[config.mk]
export PLATFORM = sky130hd
export DESIGN_NAME = vga_vram_arbiter
export DESIGN_NICKNAME = d
export VERILOG_FILES = /design/src/rtl/vga_vram_arbiter.sv
export SDC_FILE = /design/constraint.sdc
export NUM_CORES = 1
export LEC_CHECK = 0
export ABC_AREA = 1
export CORE_MARGIN = 4
export CORE_UTILIZATION = 37
export CTS_CLUSTER_SIZE = 16
export DETAILED_ROUTE_END_ITERATION = 12
export GPL_TIMING_DRIVEN = 0
export PLACE_DENSITY = 0.92
export SYNTH_ARGS = -nofsm -noshare
export SYNTH_HDL_FRONTEND = slang
export SYNTH_SLANG_ARGS = --single-unit
[constraint.sdc]
create_clock -name clk -period 3.3 [get_ports clk]
set_input_delay 0.66 -clock clk [delete_from_list [all_inputs] [get_ports clk]]
set_output_delay 0.66 -clock clk [all_outputs]
set_load 0.01 [all_outputs]
[src/rtl/vga_vram_arbiter.sv]
// Single-port frame-buffer arbiter: display fetch owns phase A of each active pixel slot,
// the writer gets every other slot. Optional macro VRAM_ARB_VBLANK_ONLY_EN confines writes to vblank.
module vga_vram_arbiter #(
  parameter int HD          = 640,
  parameter int VD          = 480,
  parameter int FB_W        = 160,
  parameter int FB_H        = 120,
  parameter int SCALE_SHIFT = 2,
  parameter int ADDR_W      = 15,
  parameter int PIX_W       = 3
) (
  input  logic              clk,
  input  logic              reset,
  input  logic [9:0]        pix_x,
  input  logic [9:0]        pix_y,
  input  logic              pix_tick,
  input  logic              wr_req,
  input  logic [ADDR_W-1:0] wr_addr,
  input  logic [PIX_W-1:0]  wr_data,
  output logic              wr_ack,
  output logic              wr_err,
  output logic [ADDR_W-1:0] ram_addr,
  output logic              ram_we,
  output logic [PIX_W-1:0]  ram_din,
  input  logic [PIX_W-1:0]  ram_dout,
  output logic [PIX_W-1:0]  rgb
);

  typedef enum logic {
    ST_IDLE,
    ST_ACK
  } wr_state_e;

  localparam logic [ADDR_W:0] FB_WORDS = (ADDR_W + 1)'(FB_W * FB_H);

  wr_state_e         state_q, state_d;
  logic              err_q, err_d;
  logic              vid_lat_q;
  logic [PIX_W-1:0]  rgb_q;

  logic              video_on;
  logic              wr_slot;
  logic              in_range;
  logic              grant;
  logic [ADDR_W-1:0] fb_row, fb_col, disp_addr;

  assign video_on = (pix_x < 10'(HD)) && (pix_y < 10'(VD));
  assign in_range = {1'b0, wr_addr} < FB_WORDS;

`ifdef VRAM_ARB_VBLANK_ONLY_EN
  assign wr_slot = (pix_y >= 10'(VD));
`else
  assign wr_slot = pix_tick || !video_on;
`endif

  assign fb_row = ADDR_W'(pix_y >> SCALE_SHIFT);
  assign fb_col = ADDR_W'(pix_x >> SCALE_SHIFT);

  // Row*FB_W as a sum of shifted rows, one term per set bit of FB_W (160 -> <<7 + <<5).
  always_comb begin
    disp_addr = fb_col;
    for (int i = 0; i < ADDR_W; i++) begin
      if (FB_W[i]) disp_addr = disp_addr + (fb_row << i);
    end
  end

  // NOTE: every signal driven here gets a default first, so no path leaves one unassigned (no latch).
  always_comb begin
    state_d = state_q;
    err_d   = err_q;
    grant   = 1'b0;
    unique case (state_q)
      ST_IDLE: begin
        if (wr_slot && wr_req) begin
          state_d = ST_ACK;
          err_d   = !in_range;
          grant   = in_range;
        end
      end
      ST_ACK: begin
        state_d = ST_IDLE;
        err_d   = 1'b0;
      end
      default: begin
        state_d = ST_IDLE;
        err_d   = 1'b0;
      end
    endcase
  end

  assign ram_we   = grant;
  assign ram_addr = grant ? wr_addr : disp_addr;
  assign ram_din  = wr_data;

  // NOTE: state registers use non-blocking assignments so every flop samples pre-edge values.
  always_ff @(posedge clk or posedge reset) begin
    if (reset) begin
      state_q <= ST_IDLE;
      err_q   <= 1'b0;
    end else begin
      state_q <= state_d;
      err_q   <= err_d;
    end
  end

  // Phase A presents the fetch address; RAM data is valid in phase B and captured at its end.
  always_ff @(posedge clk or posedge reset) begin
    if (reset) begin
      vid_lat_q <= 1'b0;
      rgb_q     <= '0;
    end else if (!pix_tick) begin
      vid_lat_q <= video_on;
    end else begin
      rgb_q     <= vid_lat_q ? ram_dout : '0;
    end
  end

  assign wr_ack = (state_q == ST_ACK);
  assign wr_err = wr_ack && err_q;
  assign rgb    = rgb_q;

endmodule

==> reports/qor.txt, run 1 <==
status - finished, final reports clean
Synth Area per Inst - 6.02 um2
minimum clock period - 3190 ps
FF-to-FF path depth - 3
final WL - 3360 um
hold slack - 529 ps
I/O pin cnt - 69
Fin Setup TNS - 0 ps
die area - 3900 um2
PD cells - 264 nW/um2
GRT Util Overall - 0.141
CTS Root Buffer Type - clkbuf_4
largest net degree at the start of global routing - 11
worst r2r dst - err_q$_DFFE_PP0P_
synth top area cells - nand2_1, ha_1, dfrtp_1, inv_1, nand3_1
clock-pin slew on the worst setup and hold paths - 50 ps
final setup vio count - 0
RePlAce Congestion - 0.835
GRT overflow - 0
CTS tree - done
critical path class - input pin to output pin
arrival time worst endpoint - 2530 ps
Max Cap Viol - 0
Final Cell Area - 1910 um2
antenna violations before repair - 0
leak pwr - 1.06 nW
layout cells sized above 1 - 0.149
CTS Buf Count - 3
Synth area leader - nand2_1
Critical Path RT - 2640 ps
H-tree Lvls - 1
Syn-to-layout area delta - 74.0%
Core Rows - 19
DR DRC count - 0
syn_nets - 244
Hold/Removal Path Class - register to register
Final nets - 313
DP HPWL - 2490 um
Placed Area - 1750 um2
worst-skew pair later-pin latency - 260 ps
mapped cell area - 1100 um2
Final Skew - 10.5 ps
Post-DRT Antenna Nets - 0
Yosys top cell area share - 0.305
Worst setup endpoint - ram_addr[12]
Critical path origin - pix_x[7]
Initial DRC Count - 50
Die Ht - 62.4 um
Final period util - 0.968
CP dominant cell by count - nand2_1
Cells after Synth - 182
Fmax achieved - 313 MHz
Initial Utilization - 0.391
wire length per cell - 12.0 um
first-pass GRT wire length - 4700 um
R2R Setup Slk - 2510 ps
Synthesis Warnings - 0
Worst Setup End Kind - output pin
Slew @ Worst Pin - 296 ps
CP max-delay cell - clkdlybuf4s50_1
Final Max Slew Viols - 0
vias per cell - 4.77
Detailed Routing Iterations Pass 1 - 4
CTS sink cnt - 6
Worst Path Max Fanout - 3
Die X - 62.4 um
total number of vias - 1,336
Ant. Diodes - 0
vias in the first global route - 1,140
flops & latches, synth - 6
slowest stage delay, CP - 430 ps
Critical Path Source Type - input pin
final hold vios - 0
sequential area share after synthesis - 0.137
IO Port Bufs - 61
Synth cell types - 23
reg2reg start - wr_ack$_DFF_PP0_
critical-path cell list - clkdlybuf4s50_1, ha_1, ha_4, fa_2, nand2_2, nand2_2, nand3b_1, nand2_1, nand2_1, nand2_1, nand2_1, nand2_1, buf_2
Core Area - 2810 um2
relative slew slack - 0.801
CTS max path bufs - 2
VDD IR max - 0.170 mV
## cells in the final DEF (no fill, tap or decap), types with 3 or more instances in the layout
| cell | instances |
|---|---|
| nor2_1 | 7 |
| dlygate4sd2_1 | 4 |
| clkdlybuf4s50_1 | 43 |
| o21ai_0 | 3 |
| clkbuf_4 | 3 |
| nand2_1 | 87 |
| inv_1 | 27 |
| buf_4 | 7 |
| dfrtp_1 | 6 |
| ha_4 | 8 |
| dlymetal6s2s_1 | 7 |
| nand3_1 | 8 |
| ha_1 | 7 |
| buf_2 | 5 |
| a21oi_1 | 3 |
## registers in the layout, indices dropped and copies added, names as in the netlist
name       count
err_q          1
rgb            3
vid_lat_q      1
wr_ack         1
## per-stage QoR
stage	utilization	setup slack [ps]	total power [mW]	std cells
2_1_floorplan	-	406	0.253	182
3_3_place_gp	0.622	-668	0.401	274
3_5_place_dp	0.622	-721	0.409	274
4_1_cts	0.631	25.2	0.469	278
5_1_grt	0.680	-13.6	0.543	280
6_report	0.680	107	0.504	280
## cells by family (layout without fill, tap and decap cells)
logic type / count (synthesis) / in the layout / synth area share
AND/OR/NAND/NOR: 113 / 113 / 0.448
buffers and inverters: 34 / 101 / 0.137
adder cells (fa/ha/maj): 17 / 17 / 0.208
AO/OA/AOI/OAI: 9 / 9 / 0.0468
flip-flops: 6 / 6 / 0.137
XOR/XNOR: 3 / 3 / 0.0240
## cells in the mapped netlist
cell type and count:
nand2_1 89, inv_1 28, ha_1 15, nand3_1 10
nor2_1 7, dfrtp_1 6, buf_4 4, a21oi_1 3
o21ai_0 3, fa_1 2, o21ai_1 2, xor2_1 2
a21boi_2 1, buf_6 1, inv_2 1, nand3_2 1
nand3_4 1, nand3b_1 1, nand4_1 1, nand4_2 1
nor2_8 1, or2_1 1, xnor2_1 1
## critical path: cells and delay by family
family | cells | cell delay [ps]
adder cells (fa/ha/maj) | 3 | 790
AND/OR/NAND/NOR | 8 | 520
buffers and inverters | 2 | 560
## final cells by class
class                   count  area (um2)
multi-input cells         142         930
well taps                  31        38.8
flip-flops and latches      6         150
repair buffers             64         616
clock buffers               3        22.5
inverters                  29         109
fillers                   215         898
plain buffers               5        41.3
## worst min-delay path by stage
stage                                  start            endpoint  slack [ps]  depth (start not counted)
after detailed placement   err_q$_DFFE_PP0P_   err_q$_DFFE_PP0P_         530                          2
final                      err_q$_DFFE_PP0P_   err_q$_DFFE_PP0P_         530                          2
after CTS                 rgb[0]$_DFFE_PP0P_  rgb[0]$_DFFE_PP0P_         530                          2
after global placement     err_q$_DFFE_PP0P_   err_q$_DFFE_PP0P_         510                          2
after floorplan                        reset   err_q$_DFFE_PP0P_         450                          1
after global routing      rgb[0]$_DFFE_PP0P_  rgb[0]$_DFFE_PP0P_         560                          2
## layer usage
metal  GRT usage  wire [um]  vias up
met5           0          0        -
met4      0.0165         46        0
met3      0.0414        252        6
met2       0.256       1660       54
met1       0.169       1400      582
li1            -          -      694
## power breakdown
part           total, mW  internal (mW)  switching [mW]
combinational      0.348          0.179           0.169
clock             0.0717         0.0414          0.0303
sequential        0.0850         0.0803         0.00468
## what timing repair did
item / CTS / global route
pin swaps: 7 / 2
buffers inserted: 1 / 2
gates resized for setup: 33 / 21
hold buffers: 0 / 0
setup endpoints to repair: 8 / 9
(Power assumes the default switching activity.)
==> inputs of run 2 (changes only) <==
--- a/config.mk
+++ b/config.mk
@@ -7,11 +7,11 @@
 export LEC_CHECK = 0
 export ABC_AREA = 1
 export CORE_MARGIN = 4
-export CORE_UTILIZATION = 37
+export CORE_UTILIZATION = 30
 export CTS_CLUSTER_SIZE = 16
 export DETAILED_ROUTE_END_ITERATION = 12
 export GPL_TIMING_DRIVEN = 0
-export PLACE_DENSITY = 0.92
+export PLACE_DENSITY = 0.79
 export SYNTH_ARGS = -nofsm -noshare
 export SYNTH_HDL_FRONTEND = slang
 export SYNTH_SLANG_ARGS = --single-unit
==> run 2 against run 1 <==
Non-clock buffer count stayed put. Sequential power about the same. Global-route usage fell by 1.6 points. Maximum frequency is 0.48% higher. Largest power group unchanged. Highest routed layer is now met3.
==> reports/qor.txt, run 2 (synthesized netlist as in run 1, its figures left out) <==
Worst Path Max Fanout - 5
critical-path cell list - clkdlybuf4s50_1, ha_1, ha_2, nand2_1, nor2_1, nand3_2, nand2_1, nand2_1, nand2_1, nand2_1, nand2_1, buf_2
GRT overflow - 0
met3 Usage GRT - 0.0345
Detailed Routing Iterations Pass 1 - 4
CTS Root Buffer Type - clkbuf_8
Initial Utilization - 0.318
Critical Path RT - 2640 ps
commonest non-fill, non-tap cell in the layout - nand2_1
Worst setup endpoint - ram_addr[14]
Hold/Removal Path Class - register to register
largest net degree at the start of global routing - 11
H-tree Lvls - 1
Syn-to-layout area delta - 73.6%
CTS max path bufs - 2
VDD IR max - 0.255 mV
final hold vios - 0
Layout Utilization - 0.553
RePlAce Congestion - 0.824
slowest stage delay, CP - 530 ps
max FFs per register - 3
Ant. Diodes - 0
clock-pin slew on the worst setup and hold paths - 30 ps
status - finished, final reports clean
CTS sink cnt - 6
Pwr Total - 0.520 mW
Fmax achieved - 315 MHz
wire length per cell - 10.5 um
final worst slack - 122 ps
grt met2 use - 0.236
minimum clock period - 3180 ps
first-pass GRT wire length - 4660 um
reg2reg start - wr_ack$_DFF_PP0_
critical path class - input pin to output pin
R2R Setup Slk - 2540 ps
I/O pin cnt - 69
antenna violations before repair - 0
DR DRC count - 0
GRT Util Overall - 0.125
Final Max Slew Viols - 0
hold_buf cts - 0
Die X - 68.4 um
die area - 4680 um2
Final nets - 313
relative slew slack - 0.800
Worst Hold Launch - err_q$_DFFE_PP0P_
Worst Setup End Kind - output pin
Post-DRT Antenna Nets - 0
arrival time worst endpoint - 2520 ps
CTS tree - done
Core Area - 3440 um2
most frequent cells in the layout - nand2_1, clkdlybuf4s50_1, inv_1
worst r2r dst - err_q$_DFFE_PP0P_
DP HPWL - 2470 um
Critical Path Source Type - input pin
Initial DRC Count - 19
CTS Buf Count - 3
vias per cell - 4.39
Core Rows - 21
Final Skew - 0.493 ps
layout cells sized above 1 - 0.157
leak pwr - 1.07 nW
CP dominant cell by count - nand2_1
worst-skew pair later-pin latency - 220 ps
Setup WS pre-CTS - -693 ps
total number of vias - 1,296
Die Ht - 68.4 um
Final period util - 0.963
Fin Setup TNS - 0 ps
PD cells - 273 nW/um2
final setup vio count - 0
vias in the first global route - 1,198
Max Cap Viol - 0
Critical path origin - pix_y[9]
IO Port Bufs - 61
met1 Use GR - 0.142
final WL - 3100 um
busiest layer in global routing - met2
CP max-delay cell - clkdlybuf4s50_1
Slew @ Worst Pin - 298 ps
FF-to-FF path depth - 3
-- run 2: metrics by stage --
step,std cells,hold slack (ps),cell area (um2)
floorplan,182,451,1100
global placement,289,509,1760
detailed placement,289,515,1760
CTS,293,522,1800
global route,295,568,1900
finish,295,515,1900
-- run 2: power breakdown --
part,switching [mW],internal [mW]
registers,0.00455,0.0805
clock network,0.0294,0.0782
logic,0.159,0.168
total,0.193,0.327
-- run 2: worst max-delay path, delay by kind of cell --
kind / cells / cell delay (ps)
buffers and inverters: 2 / 650
adder cells (fa/ha/maj): 2 / 640
AND/OR/NAND/NOR: 8 / 560
-- run 2: cell type report --
class | count | area, um2
well taps | 46 | 57.6
multi-input cells | 142 | 888
repair buffers | 64 | 616
fillers | 340 | 1540
clock buffers | 3 | 41.3
flip-flops and latches | 6 | 150
inverters | 29 | 109
plain buffers | 5 | 41.3
-- run 2: how the worst min path moves through the flow --
stage	end	slack, ps	cells past startpoint
floorplan	err_q$_DFFE_PP0P_	450	1
global placement	err_q$_DFFE_PP0P_	510	2
detailed placement	err_q$_DFFE_PP0P_	520	2
CTS	err_q$_DFFE_PP0P_	520	2
global route	rgb[2]$_DFFE_PP0P_	570	2
finish	err_q$_DFFE_PP0P_	510	2
-- run 2: routing by layer --
metal / routed length, um / up-vias
met4: 0 / 0
met5: 0 / -
met2: 1550 / 39
met1: 1280 / 563
met3: 266 / 0
li1: - / 694
-- run 2: what timing repair did --
item / 4_1_cts / 5_1_grt
pin swaps: 9 / 4
resized for setup: 36 / 22
hold endpoints to repair: 0 / 0
cloned: 0 / 0
buffers inserted: 1 / 2
endpoints found under the setup margin: 8 / 9
==> inputs of run 3 (changes only) <==
--- a/config.mk
+++ b/config.mk
@@ -11,7 +11,8 @@
 export CTS_CLUSTER_SIZE = 16
 export DETAILED_ROUTE_END_ITERATION = 12
 export GPL_TIMING_DRIVEN = 0
-export PLACE_DENSITY = 0.79
+export PLACE_DENSITY_LB_ADDON = 0.08
 export SYNTH_ARGS = -nofsm -noshare
 export SYNTH_HDL_FRONTEND = slang
 export SYNTH_SLANG_ARGS = --single-unit
+export TNS_END_PERCENT = 20
==> run 3 against run 2 <==
First-iteration DRC count rose by 26%. Largest power group unchanged. Critical path type unchanged. Die area did not move. Final cell count rose by 0.34%.
==> reports/qor.txt, run 3 (synthesized netlist as in run 1, its figures left out) <==
VDD IR max - 0.0879 mV
H-tree Lvls - 1
Worst Hold Launch - err_q$_DFFE_PP0P_
final WL - 3190 um
relative slew slack - 0.802
wire length per cell - 10.8 um
Placed Area - 1760 um2
arrival time worst endpoint - 2530 ps
vias per cell - 4.20
Final Non-Filler Cells - 296
I/O pin cnt - 69
CTS sink cnt - 6
Final Skew - 0.637 ps
Detailed Routing Iterations Pass 1 - 4
RePlAce Congestion - 0.738
Cells after DPL - 289
Final nets - 314
worst r2r dst - wr_ack$_DFF_PP0_
Critical Path Source Type - input pin
hold_buf cts - 0
Worst Path Max Fanout - 4
clock-pin slew on the worst setup and hold paths - 30 ps
clock share of power - 0.199
Syn-to-layout area delta - 78.9%
layout cells sized above 1 - 0.156
Max Cap Viol - 0
Post-DRT Antenna Nets - 0
final hold vios - 0
critical path class - input pin to output pin
worst-skew pair later-pin latency - 210 ps
Die X - 68.4 um
RSZ-0062 raised after global routing - yes
largest net degree at the start of global routing - 11
CTS Root Buffer Type - clkbuf_8
GRT Util Overall - 0.122
DP HPWL - 2600 um
Core Rows - 21
DR DRC count - 0
first-pass GRT wire length - 4550 um
Hold/Removal Path Class - register to register
total number of vias - 1,242
antenna violations before repair - 0
die area - 4680 um2
switching pwr - 0.194 mW
Core Area - 3440 um2
Die Ht - 68.4 um
max FFs per register - 3
Worst Setup End Kind - output pin
Final period util - 0.968
Comb power frac - 0.641
Initial Utilization - 0.318
Ant. Diodes - 0
Fmax achieved - 313 MHz
Slew @ Worst Pin - 296 ps
Final Cell Area - 1960 um2
commonest non-fill, non-tap cell in the layout - nand2_1
most frequent cells in the layout - nand2_1, clkdlybuf4s50_1, inv_1
CTS Buf Count - 3
minimum clock period - 3190 ps
Net Sw Frac - 0.366
Initial DRC Count - 24
Pwr Total - 0.529 mW
Hold EP - err_q$_DFFE_PP0P_
vias in the first global route - 1,038
Pint - 0.335 mW
leak pwr - 1.11 nW
Worst Hold Path Cells - 2
CTS max path bufs - 2
register share of total power - 0.160
hold slack - 510 ps
R2R Setup Slk - 2550 ps
GRT overflow - 0
status - finished, final reports clean
reg2reg start - wr_ack$_DFF_PP0_
FF-to-FF path depth - 3
Critical Path RT - 2640 ps
IO Port Bufs - 61
CTS tree - done
final setup vio count - 0
Final Max Slew Viols - 0
PD cells - 270 nW/um2
==> run 3: worst max-delay path: stages <==
cell and delay [ps]:
clkdlybuf4s50_1 460, ha_1 350, ha_4 310, nand2_1 90, nor2_1 110, nand2_1 70, nand3_1 70, nand2_1 50
nand2_1 60, nand2_1 50, nand2_1 60, clkdlybuf4s15_2 220
==> run 3: worst max-delay path by stage <==
stage                   from            to  slack, ps  cells past startpoint
global route        pix_x[9]  ram_addr[11]        -10                     14
detailed placement  pix_x[9]  ram_addr[14]       -710                     13
finish              pix_y[7]  ram_addr[11]        110                     12
global placement    pix_x[9]  ram_addr[14]       -720                     13
CTS                 pix_tick   ram_addr[5]          7                      8
floorplan           pix_x[9]  ram_addr[14]        410                     11
==> run 3: per-stage QoR <==
stage | setup slack (ps) | TNS [ps] | util
floorplan | 406 | 0 | -
global placement | -717 | -4450 | 0.513
detailed placement | -710 | -4380 | 0.513
CTS | 6.74 | 0 | 0.526
global route | -14.9 | -26.8 | 0.570
finish | 107 | 0 | 0.570
==> run 3: layer usage <==
metal,vias to the layer above,track usage,routed length (um)
met5,-,0,0
met4,0,0.0174,0
met3,0,0.00821,194
met2,29,0.191,1480
met1,517,0.185,1510
li1,696,-,-
==> run 3: what timing repair did <==
action,4_1_cts,5_1_grt
buffers inserted,1,3
setup endpoints to repair,8,10
gates resized for setup,34,23
pin swaps,5,5
==> run 3: cell type report <==
| class | instances | area, um2 |
|---|---|---|
| fillers | 357 | 1480 |
| multi-input cells | 142 | 911 |
| repair buffers | 65 | 651 |
| flip-flops and latches | 6 | 150 |
| inverters | 29 | 109 |
| well taps | 46 | 57.6 |
| clock buffers | 3 | 41.3 |
| plain buffers | 5 | 41.3 |
==> run 3: power groups by stage <==
| stage | sequential [mW] | combinational, mW | clock [mW] |
|---|---|---|---|
| floorplan | 0.0869 | 0.166 | 0 |
| global placement | 0.0856 | 0.327 | 0 |
| detailed placement | 0.0855 | 0.325 | 0 |
| CTS | 0.0847 | 0.315 | 0.107 |
| global route | 0.0854 | 0.378 | 0.112 |
| finish | 0.0846 | 0.339 | 0.105 |
